**src/rtl/uart_tx_arbiter.sv**
```systemverilog
// rtl/uart_tx_arbiter.sv - round-robin arbiter sharing one UART transmit-frame interface
//
// Purpose: NREQ requesters each offer one FW-bit frame via valid/ready. The
// arbiter grants round-robin, latches the winning frame onto tx_in, pulses
// tx_trigger for one cycle and then holds off for GAP_CYCLES cycles.
//
// Ports:
//   clk          system clock
//   reset_n      asynchronous active-low reset
//   req_valid    per-requester frame-available flags
//   req_frame    requester i frame at bits [i*FW +: FW]
//   req_ready    one-hot accept strobe (combinational, IDLE and not tx_full only)
//   tx_full      UART core TX FIFO full
//   tx_in        frame presented to the UART core
//   tx_trigger   one-cycle write strobe to the UART core
//   grant_id     index of the last accepted requester
//   busy         high whenever the arbiter is not idle
//   frames_sent  number of triggers issued, wrapping

module uart_tx_arbiter #(
    parameter  int NREQ            = 4,
    parameter  int DBITS           = 8,
    parameter  int UART_FRAME_SIZE = 4,
    parameter  int GAP_CYCLES      = 0,
    parameter  int CNT_W           = 16,
    localparam int FW              = UART_FRAME_SIZE * DBITS,
    localparam int IW              = $clog2(NREQ)
) (
    input  logic                 clk,
    input  logic                 reset_n,
    input  logic [NREQ-1:0]      req_valid,
    input  logic [NREQ*FW-1:0]   req_frame,
    output logic [NREQ-1:0]      req_ready,
    input  logic                 tx_full,
    output logic [FW-1:0]        tx_in,
    output logic                 tx_trigger,
    output logic [IW-1:0]        grant_id,
    output logic                 busy,
    output logic [CNT_W-1:0]     frames_sent
);

    typedef enum logic [1:0] {
        S_IDLE  = 2'd0,
        S_ISSUE = 2'd1,
        S_GAP   = 2'd2
    } state_t;

    // Loaded on GAP entry so that exactly GAP_CYCLES cycles are spent in GAP.
    localparam logic [15:0] GAP_LOAD = (GAP_CYCLES > 0) ? 16'(GAP_CYCLES - 1) : 16'd0;

    state_t           state_q, state_d;
    logic [FW-1:0]    tx_in_q, tx_in_d;
    logic [IW-1:0]    last_q, last_d;
    logic [CNT_W-1:0] frames_q, frames_d;
    logic [15:0]      gap_q, gap_d;

    logic             sel_found;
    logic [IW-1:0]    sel_idx;
    logic [IW:0]      cand;

    // Round-robin search starting just after the last grant. The extra bit in
    // cand holds last+k (at most 2*NREQ-1) before folding back into range.
    always_comb begin
        sel_found = 1'b0;
        sel_idx   = '0;
        cand      = '0;
        for (int k = 1; k <= NREQ; k++) begin
            cand = {1'b0, last_q} + (IW+1)'(k);
            if (cand >= (IW+1)'(NREQ)) begin
                cand = cand - (IW+1)'(NREQ);
            end
            if (!sel_found && req_valid[cand[IW-1:0]]) begin
                sel_found = 1'b1;
                sel_idx   = cand[IW-1:0];
            end
        end
    end

    always_comb begin
        state_d    = state_q;
        tx_in_d    = tx_in_q;
        last_d     = last_q;
        frames_d   = frames_q;
        gap_d      = gap_q;
        req_ready  = '0;
        tx_trigger = 1'b0;
        case (state_q)
            S_IDLE: begin
                if (!tx_full && sel_found) begin
                    req_ready[sel_idx] = 1'b1;
                    tx_in_d            = req_frame[int'(sel_idx)*FW +: FW];
                    last_d             = sel_idx;
                    state_d            = S_ISSUE;
                end
            end
            S_ISSUE: begin
                // No tx_full check here: FIFO room was confirmed at accept and
                // nothing else writes the FIFO.
                tx_trigger = 1'b1;
                frames_d   = frames_q + CNT_W'(1);
                if (GAP_CYCLES > 0) begin
                    gap_d   = GAP_LOAD;
                    state_d = S_GAP;
                end else begin
                    state_d = S_IDLE;
                end
            end
            S_GAP: begin
                if (gap_q == 16'd0) begin
                    state_d = S_IDLE;
                end else begin
                    gap_d = gap_q - 16'd1;
                end
            end
            default: state_d = S_IDLE;
        endcase
    end

    always_ff @(posedge clk or negedge reset_n) begin
        if (!reset_n) begin
            state_q  <= S_IDLE;
            tx_in_q  <= '0;
            last_q   <= IW'(NREQ - 1);
            frames_q <= '0;
            gap_q    <= '0;
        end else begin
            state_q  <= state_d;
            tx_in_q  <= tx_in_d;
            last_q   <= last_d;
            frames_q <= frames_d;
            gap_q    <= gap_d;
        end
    end

    assign tx_in       = tx_in_q;
    assign grant_id    = last_q;
    assign busy        = (state_q != S_IDLE);
    assign frames_sent = frames_q;

endmodule

```
**config.mk**
```make
export PLATFORM = sky130hd
export DESIGN_NAME = uart_tx_arbiter
export DESIGN_NICKNAME = d
export VERILOG_FILES = /design/src/rtl/uart_tx_arbiter.sv
export SDC_FILE = /design/constraint.sdc
export NUM_CORES = 1
export LEC_CHECK = 0
export BUFFER_PORTS_ARGS = -buffer_cell sky130_fd_sc_hd__buf_2
export CAP_MARGIN = 10
export CORE_UTILIZATION = 40
export CTS_CLUSTER_DIAMETER = 150
export CTS_CLUSTER_SIZE = 14
export DETAILED_ROUTE_END_ITERATION = 8
export PLACE_DENSITY = 0.82
export SYNTH_ARGS = -nofsm -noshare
export SYNTH_HDL_FRONTEND = slang
export SYNTH_SLANG_ARGS = --single-unit
export TNS_END_PERCENT = 30
```
**constraint.sdc**
```tcl
create_clock -name clk -period 1.9 [get_ports clk]
set_input_delay 0.38 -clock clk [delete_from_list [all_inputs] [get_ports clk]]
set_output_delay 0.38 -clock clk [all_outputs]
set_load 0.005 [all_outputs]
```
==> results.tsv, run 1 <==
metric	value	unit
outcome	complete, but fails checks	
failing checks	negative setup slack	
Vias per Instance	5.29	
clock sink count	51	
antenna violations before repair	0	
Startpoint Class	flop	
FP Rows	33	
min-delay worst type	in -> reg	
ANT cells	0	
Slowest cell on crit path	dfstp_2	
Final setup viols	36	
number of I/O pins	191	
slowest stage delay, CP	0.58	ns
internal power	3.08	mW
Clock Path Buffers	2	
Worst setup startpoint	grant_id[1]	
combinational share of power	51.1	%
Seq/Total Area, Yosys	37.3	%
design area	0.00513	mm^2
CTS H-tree lvls	2	
leak pwr	2.59	nW
Buf/Inv on CP	2	
R2R cell count	11	
# nets final	668	
Post-Route WL	10300	um
Yosys reg bits	51	
Max Cap Viol	0	
CP Class	reg -> out	
Clock Latency Late Sink	0.31	ns
crit path time final	2.25	ns
setup_tns	-9.25	ns
Die W	94.6	um
skew final	0.0132	ns
synth warn	0	
Worst VDD drop	0.000412	V
Worst R2R End	tx_in[0]	
fin worst setup slack	-0.348	ns
total CTS buffers	5	
root buffer cell	clkbuf_8	
most frequent cells in the layout	buf_2 (190), dfrtp_1 (49), buf_4 (42), nand3_1 (39), mux2i_1 (33)	
die height	94.6	um
I/O Buffers	190	
Final Wtd Congestion	0.774	
Worst setup EP type	output port	
Final Max Tran Viols	0	
Worst-Margin Slew	0.421	ns
detailed placement HPWL	7340	um
Clk pwr share	14.2	%
GRT Overall Usage	22.9	%
synthesis-to-layout area growth	49.6	%
Max Clock Freq	0.445	GHz
die area	0.00895	mm^2
share of cells above drive strength 1	63.0	%
unrepaired setup endpoints after global routing	yes	
routed wire length per instance	16.1	um
worst r2r src	grant_id[1]	
ys flop type	dfrtp_1	
core area	0.00826	mm^2
first-pass GRT wire length	15800	um
crit path DAT	1.87	ns
Synth Cell Area	0.00343	mm^2
CTS tree	yes	
Worst-path clk slew	0.11	ns
Final Hold Vio Count	0	
Final Core Density	62.1	%
# fillers	683	
drt pass-1 iters	4	
Unique masters post-synth	36	
Initial Util	41.5	%
remaining antenna violation count after routing	0	
via count	3375	
number of flops mapped to enable cells by yosys	0	
Iteration-0 DRC Markers	62	
switch share	34.4	%
family with the most delay on the worst path	simple AND/OR/NAND/NOR gates	
critical path, cell by cell	buf_6 > and3b_2 > o31ai_4 > nor3_4 > nor2b_2 > buf_2	
pin count of the biggest net entering global routing	36	
Worst setup endpoint	req_ready[3]	
Design Power	4.69	mW
Placed Area	0.00464	mm^2
slew margin rel.	71.9	%
hold slack	0.414	ns
Critical Path RT	1.52	ns
detailed-route DRC error count	0	
sequential share of power	34.8	%
Syn Inst Count	304	
commonest non-fill, non-tap cell in the layout	buf_2	
pwr dens	915	mW/mm^2
Sw Pwr	1.62	mW
Max FO, Critical Path	5	
async set or reset register ratio after synthesis	100	%
mean post-synth cell area	11.3	um^2
Post-Syn Nets	440	
r2r setup slk	-0.32	ns
Tcrit/Tclk final	118	%
Overflow after GRT	0	
vias in the first global route	3243	
Critical Path Stages	6	
-- worst min-delay path, stage by stage --
cell     delay (ns)
buf_2          0.08
mux2_4         0.12
a221o_1        0.12
-- worst min path at each step --
stage,startpoint,end,slack [ns],cells after the start
2_1_floorplan,reset_n,frames_sent[0],0.08,0
3_3_place_gp,reset_n,frames_sent[9],0.29,1
3_5_place_dp,reset_n,frames_sent[8],0.29,1
4_1_cts,req_frame[111],tx_in[15],0.40,3
5_1_grt,req_frame[107],tx_in[11],0.40,3
6_report,req_frame[75],tx_in[11],0.41,3
-- per-stage QoR --
stage / cells / setup WS (ns)
2_1_floorplan: 304 / -0.0707
3_3_place_gp: 604 / -0.122
3_5_place_dp: 604 / -0.176
4_1_cts: 626 / -0.354
5_1_grt: 638 / -0.422
6_report: 638 / -0.348
-- power by group through the flow --
stage | Sequential, mW | Combinational [mW] | Clock, mW
floorplan | 1.66 | 1.13 | 0
global placement | 1.64 | 1.91 | 0
detailed placement | 1.64 | 1.99 | 0
CTS | 1.63 | 2.24 | 0.684
global route | 1.67 | 2.59 | 0.738
finish | 1.63 | 2.40 | 0.664
-- cell families (layout without fill, tap and decap cells) --
family          count (synthesis)  in the layout  share of synthesized area, %
fa+ha+maj                       1              1                         0.365
mux                            66             66                          20.5
simple gates                  100            100                          19.3
xor+xnor                       15             15                          3.83
compound gates                 40             40                          11.8
flops                          51             51                          37.3
buf+inv                        31            260                          7.01
-- flip-flops by register name, summed over array words and instances (netlist names) --
register     count
frames_sent     16
grant_id         2
state_q          1
tx_in           32
-- final cells by class --
class	instances	area (um^2)	area share, %
multi-input combinational	222	2040	39.7
timing repair buffer	250	1580	30.9
sequential	51	1280	24.9
tap	105	131	2.56
clock buffer	5	68.8	1.34
clock inverter	3	22.5	0.439
inverter	2	7.51	0.146
-- synthesized netlist by cell type (3+ instances only) --
library cell | instances | area share, %
a221o_1 | 32 | 9.3
and3_1 | 3 | 0.55
buf_4 | 5 | 1.1
buf_6 | 14 | 4.6
clkbuf_1 | 10 | 1.1
dfrtp_1 | 49 | 36
mux2_1 | 3 | 0.99
mux2_2 | 30 | 9.9
mux2i_1 | 33 | 9.6
nand2_1 | 10 | 1.1
nand3_1 | 39 | 5.7
nand3_2 | 30 | 8.8
nor2_1 | 6 | 0.66
xnor2_1 | 11 | 2.8
xor2_1 | 4 | 1.0
-- metal layers --
metal / share of wire (%) / vias to the layer above / track usage (%) / routed length [um]
met2: 52 / 130 / 41.3 / 5390
met3: 5.1 / 11 / 4.03 / 523
met5: 0 / - / 0 / 0
met4: 1.3 / 0 / 6.57 / 138
li1: - / 1602 / - / -
met1: 41 / 1632 / 27.7 / 4220
-- timing repair --
action                                 in CTS  in global routing
hold buffers                                1                  0
endpoints found under the hold margin      11                  0
buffers inserted                           10                 13
setup endpoints to repair                  36                 36
resized for setup                          13                 28
pin swaps                                   9                  5
gates cloned                                3                  0
(Power assumes the default switching activity.)
==> inputs of run 2 (changes only) <==
--- a/config.mk
+++ b/config.mk
@@ -7,6 +7,7 @@
 export LEC_CHECK = 0
 export BUFFER_PORTS_ARGS = -buffer_cell sky130_fd_sc_hd__buf_2
 export CAP_MARGIN = 10
+export CORE_MARGIN = 5
 export CORE_UTILIZATION = 40
 export CTS_CLUSTER_DIAMETER = 150
 export CTS_CLUSTER_SIZE = 14
==> run 2 against run 1 <==
The flow still finishes with violations (negative setup slack). Sequential share of layout area is 0.30 points higher. First-iteration DRC count grew 44%. Register-to-register slack hardly changed. Combinational power down 2%. Global-route usage fell by 3.5 points.
==> results.tsv, run 2 (synthesized netlist as in run 1, its figures left out) <==
metric	value	unit	change
Iteration-0 DRC Markers	89		was 62
Startpoint Class	flop		unchanged
Clock Latency Late Sink	0.30	ns	was 0.31 ns
Tcrit/Tclk final	116	%	was 118%
Vias per Instance	5.34		was 5.29
vias in the first global route	3458		was 3243
Critical Path RT	2.10	ns	was 1.52 ns
routed wire length per instance	17.4	um	was 16.1 um
# nets final	661		was 668
I/O Buffers	190		unchanged
critical path, cell by cell	mux2i_1 > o22ai_2 > nor2_4 > buf_6 > buf_6 > buf_16 > mux2_4 > a221o_1		was buf_6 > and3b_2 > o31ai_4 > nor3_4 > nor2b_2 > buf_2
share of cells above drive strength 1	61.8	%	was 63.0%
fin worst setup slack	-0.312	ns	was -0.348 ns
Cells after DPL	600		was 604
Worst-Margin Slew	0.500	ns	was 0.421 ns
outcome	complete, but fails checks		unchanged
cts hold-fix bufs	0		was 1
Max FO, Critical Path	6		was 5
commonest non-fill, non-tap cell in the layout	buf_2		unchanged
Buf/Inv on CP	3		was 2
max FFs per register	32		unchanged
Max Cap Viol	0		unchanged
drt pass-1 iters	5		was 4
Clock Path Buffers	2		unchanged
CP Class	reg -> reg		was reg -> out
Worst-path clk slew	0.10	ns	was 0.11 ns
# fillers	683		unchanged
Max Clock Freq	0.452	GHz	was 0.445 GHz
ANT cells	0		unchanged
pin count of the biggest net entering global routing	41		was 36
slew margin rel.	66.7	%	was 71.9%
clock sink count	51		unchanged
via count	3370		was 3375
r2r setup slk	-0.31	ns	was -0.32 ns
failing checks	negative setup slack		unchanged
Final Hold Vio Count	0		unchanged
Final Wtd Congestion	0.858		was 0.774
detailed placement HPWL	7830	um	was 7340 um
Multi-input gate area	0.00202	mm^2	was 0.00204 mm^2
Design Power	4.64	mW	was 4.69 mW
leak pwr	2.55	nW	was 2.59 nW
remaining antenna violation count after routing	0		unchanged
Overflow after GRT	0		unchanged
Initial Util	41.3	%	was 41.5%
FP Rows	33		unchanged
Critical Path Stages	8		was 6
first-pass GRT wire length	16200	um	was 15800 um
Post-Route WL	11000	um	was 10300 um
Final setup viols	36		unchanged
family with the most delay on the worst path	flip-flops		was simple AND/OR/NAND/NOR gates
synthesis-to-layout area growth	47.8	%	was 49.6%
Final Core Density	61.1	%	was 62.1%
CTS H-tree lvls	2		unchanged
number of I/O pins	191		unchanged
Slowest cell on crit path	dfstp_2		unchanged
Die W	103	um	was 94.6 um
Reg area	0.00128	mm^2	unchanged
CTS tree	yes		unchanged
root buffer cell	clkbuf_8		unchanged
total CTS buffers	5		unchanged
slowest stage delay, CP	0.58	ns	about the same
pwr dens	915	mW/mm^2	about the same
Final Max Tran Viols	0		unchanged
Worst setup EP type	flop		was output port
antenna violations before repair	0		unchanged
Crit path top cell by count	buf_6		
die height	103	um	was 94.6 um
detailed-route DRC error count	0		unchanged
most frequent cells in the layout	buf_2 (190), dfrtp_1 (49), nand3_1 (39), buf_4 (36), mux2i_1 (33)		was buf_2 (190), dfrtp_1 (49), buf_4 (42), nand3_1 (39), mux2i_1 (33)
Worst setup startpoint	grant_id[1]		unchanged
GRT Overall Usage	19.4	%	was 22.9%
Worst VDD drop	0.000429	V	was 0.000412 V
crit path time final	2.21	ns	was 2.25 ns
worst r2r src	grant_id[1]		unchanged
Worst R2R End	tx_in[29]		was tx_in[0]
min-delay worst type	in -> async		was in -> reg
core area	0.00830	mm^2	was 0.00826 mm^2
unrepaired setup endpoints after global routing	yes		unchanged
Finished Layout Cells	631		was 638
Worst setup endpoint	tx_in[29]		was req_ready[3]
R2R cell count	8		was 11
crit path DAT	2.41	ns	was 1.87 ns
die area	0.0105	mm^2	was 0.00895 mm^2
skew final	0.00924	ns	was 0.0132 ns
==> run 2: cell count changes in the layout (fill, tap and decap cells not counted), moves of 2 or more <==
cell / before / now
buf_12: 9 / 6
buf_4: 42 / 36
buf_8: 1 / 3
clkinv_4: 0 / 2
inv_6: 2 / 0
mux2_1: 0 / 2
==> run 2: worst register-to-register path: cells and delay by family (launching register included) <==
family	cells	cell delay [ns]
AOI/OAI and AO/OA	2	0.44
buffers and inverters	3	0.39
DFF	1	0.58
muxes	2	0.52
and+or+nand+nor	1	0.18
==> run 2: layer usage <==
layer	GRT usage, %	routed length (um)	part of all wire [%]
met5	0	0	0
met4	5.35	189	1.7
met3	3.59	824	7.5
met2	35.8	5700	52
met1	22.9	4250	39
==> run 2: layout make-up <==
class,count,share of cell area (%)
tap,105,2.59
clock inverter,3,0.494
multi-input combinational,222,39.8
sequential,51,25.2
clock buffer,5,1.36
inverter,2,0.148
timing repair buffer,243,30.4
==> run 2: power breakdown <==
group | switching [mW] | leakage, nW | internal (mW)
combinational | 0.986 | 1.86 | 1.36
sequential | 0.229 | 0.641 | 1.40
clock | 0.393 | 0.0443 | 0.264
==> run 2: worst min path at each step <==
stage                 start               to  slack, ns  depth (start not counted)
floorplan           reset_n   frames_sent[0]       0.08                          0
global placement    reset_n  frames_sent[10]       0.36                          1
detailed placement  reset_n        tx_in[18]       0.37                          1
CTS                 reset_n        tx_in[18]       0.03                          1
global route        reset_n   frames_sent[8]       0.04                          1
finish              reset_n   frames_sent[7]       0.02                          1
==> run 2: per-stage QoR <==
stage | TNS, ns | area, um^2 | hold slack, ns | worst slack [ns]
after floorplan | -2.18 | 3440 | 0.0844 | -0.0707
after global placement | -2.83 | 4590 | 0.362 | -0.0952
after detailed placement | -4.38 | 4590 | 0.369 | -0.155
after CTS | -6.89 | 4870 | 0.0275 | -0.319
after global routing | -12.19 | 5070 | 0.0447 | -0.419
final | -8.64 | 5070 | 0.0247 | -0.312
==> run 2: repair_timing <==
item / in CTS / in global routing
pin swaps: 4 / 6
buffers inserted: 7 / 14
endpoints found under the setup margin: 36 / 36
cloned: 3 / 1
gates resized for setup: 13 / 21
==> inputs of run 3 (changes only) <==
--- a/config.mk
+++ b/config.mk
@@ -12,6 +12,7 @@
 export CTS_CLUSTER_DIAMETER = 150
 export CTS_CLUSTER_SIZE = 14
 export DETAILED_ROUTE_END_ITERATION = 8
+export HOLD_SLACK_MARGIN = 0.08
 export PLACE_DENSITY = 0.82
 export SYNTH_ARGS = -nofsm -noshare
 export SYNTH_HDL_FRONTEND = slang
==> run 3 against run 2 <==
The run still ends with negative setup slack left. Clock-buffer cell count is the same. Power is essentially flat. Die area is the same. Combinational power is essentially flat. Via count grew 0.12%. Clock skew is essentially flat. Critical path type unchanged. Critical endpoint unchanged.
==> results.tsv, run 3 (synthesized netlist as in run 1, its figures left out) <==
metric	value	unit	change
# fillers	682		was 683
pin count of the biggest net entering global routing	41		unchanged
# nets final	662		was 661
share of cells above drive strength 1	61.7	%	was 61.8%
slew margin rel.	66.5	%	was 66.7%
Max FO, Critical Path	6		unchanged
root buffer cell	clkbuf_8		unchanged
design area	0.00508	mm^2	was 0.00507 mm^2
Worst-path clk slew	0.10	ns	about the same
Vias per Instance	5.34		about the same
Max Cap Viol	0		unchanged
Multi-input gate area	0.00202	mm^2	unchanged
crit path DAT	2.41	ns	about the same
FP Rows	33		unchanged
failing checks	negative setup slack		unchanged
Placed Area	0.00459	mm^2	unchanged
detailed placement HPWL	7830	um	unchanged
Clock Latency Late Sink	0.30	ns	about the same
CTS H-tree lvls	2		unchanged
detailed-route DRC error count	0		unchanged
Final Hold Vio Count	0		unchanged
synthesis-to-layout area growth	48.1	%	was 47.8%
number of I/O pins	191		unchanged
Post-Route WL	11000	um	about the same
outcome	complete, but fails checks		unchanged
Max Clock Freq	0.452	GHz	about the same
leak pwr	2.55	nW	about the same
Worst Hold End	tx_in[15]		
Design Power	4.64	mW	about the same
Crit path top cell by count	buf_6		unchanged
Final Wtd Congestion	0.858		unchanged
Buf/Inv on CP	3		unchanged
ANT cells	0		unchanged
Startpoint Class	flop		unchanged
slowest stage delay, CP	0.58	ns	about the same
routed wire length per instance	17.4	um	about the same
critical path, cell by cell	mux2i_1 > o22ai_2 > nor2_4 > buf_6 > buf_6 > buf_16 > mux2_4 > a221o_1		unchanged
Iteration-0 DRC Markers	92		was 89
CP Class	reg -> reg		unchanged
CTS tree	yes		unchanged
core area	0.00830	mm^2	unchanged
Final setup viols	36		unchanged
Worst setup EP type	flop		unchanged
max FFs per register	32		unchanged
first-pass GRT wire length	16200	um	about the same
Worst R2R End	tx_in[29]		unchanged
r2r setup slk	-0.31	ns	about the same
Critical Path RT	2.10	ns	about the same
worst r2r src	grant_id[1]		unchanged
Reg area	0.00128	mm^2	unchanged
R2R cell count	8		unchanged
Final Core Density	61.2	%	was 61.1%
drt pass-1 iters	5		unchanged
Worst VDD drop	0.000429	V	about the same
pwr dens	914	mW/mm^2	was 915 mW/mm^2
GRT Overall Usage	19.4	%	about the same
Clock Path Buffers	2		unchanged
Overflow after GRT	0		unchanged
most frequent cells in the layout	buf_2 (190), dfrtp_1 (49), nand3_1 (39), buf_4 (36), mux2i_1 (33)		unchanged
total CTS buffers	5		unchanged
skew final	0.00913	ns	was 0.00924 ns
Worst-Margin Slew	0.502	ns	was 0.500 ns
min-delay worst type	in -> reg		was in -> async
hold path depth	3		
Slowest cell on crit path	dfstp_2		unchanged
vias in the first global route	3471		was 3458
family with the most delay on the worst path	flip-flops		unchanged
die area	0.0105	mm^2	unchanged
die height	103	um	unchanged
clock sink count	51		unchanged
via count	3374		was 3370
hold wc startpoint	req_frame[79]		
fin worst setup slack	-0.313	ns	was -0.312 ns
Initial Util	41.3	%	unchanged
Final Max Tran Viols	0		unchanged
remaining antenna violation count after routing	0		unchanged
crit path time final	2.21	ns	about the same
Critical Path Stages	8		unchanged
antenna violations before repair	0		unchanged
unrepaired setup endpoints after global routing	yes		unchanged
Tcrit/Tclk final	116	%	about the same
I/O Buffers	190		unchanged
commonest non-fill, non-tap cell in the layout	buf_2		unchanged
Die W	103	um	unchanged
run 3: power by group:
part / total, mW / internal, mW / switching, mW
Sequential: 1.63 / 1.40 / 0.229
Clock: 0.658 / 0.264 / 0.393
Combinational: 2.35 / 1.36 / 0.987
run 3: layout make-up:
type                    count  area share [%]
inverters                   2           0.148
multi-input cells         222            39.7
well taps                 105            2.59
clock buffers               5            1.36
clock inverters             3           0.493
repair buffers            244            30.5
flip-flops and latches     51            25.2
run 3: worst register-to-register path, cell delays in order, from the launching register on:
cell and delay, ns:
dfstp_2 0.58, mux2i_1 0.22, o22ai_2 0.13, nor2_4 0.18
buf_6 0.15, buf_6 0.11, buf_16 0.13, mux2_4 0.30
a221o_1 0.31
run 3: stage by stage:
stage	setup TNS [ns]	hold WS [ns]	cells	worst slack, ns
detailed placement	-4.38	0.369	600	-0.155
global route	-12.19	0.399	632	-0.419
global placement	-2.83	0.362	600	-0.0952
CTS	-6.89	0.406	618	-0.319
finish	-8.66	0.417	632	-0.313
floorplan	-2.18	0.0844	304	-0.0707
run 3: worst max path at each step:
stage	slack, ns	to	start
floorplan	-0.07	req_ready[0]	grant_id[0]
global placement	-0.1	tx_in[2]	grant_id[1]
detailed placement	-0.15	tx_in[17]	grant_id[1]
CTS	-0.32	req_ready[0]	grant_id[0]
global route	-0.42	tx_in[23]	grant_id[1]
finish	-0.31	tx_in[29]	grant_id[1]
run 3: routing by layer:
metal | global-route usage [%] | wire length (um)
met5 | 0 | 0
met4 | 5.35 | 182
met3 | 3.59 | 828
met2 | 35.9 | 5720
met1 | 22.9 | 4260
run 3: repair_timing:
action	CTS	global route
endpoints found under the setup margin	36	36
setup buffers	7	14
hold endpoints to repair	20	0
gates cloned	3	1
pin swaps	4	6
gates resized for setup	13	21
hold buffers	1	0
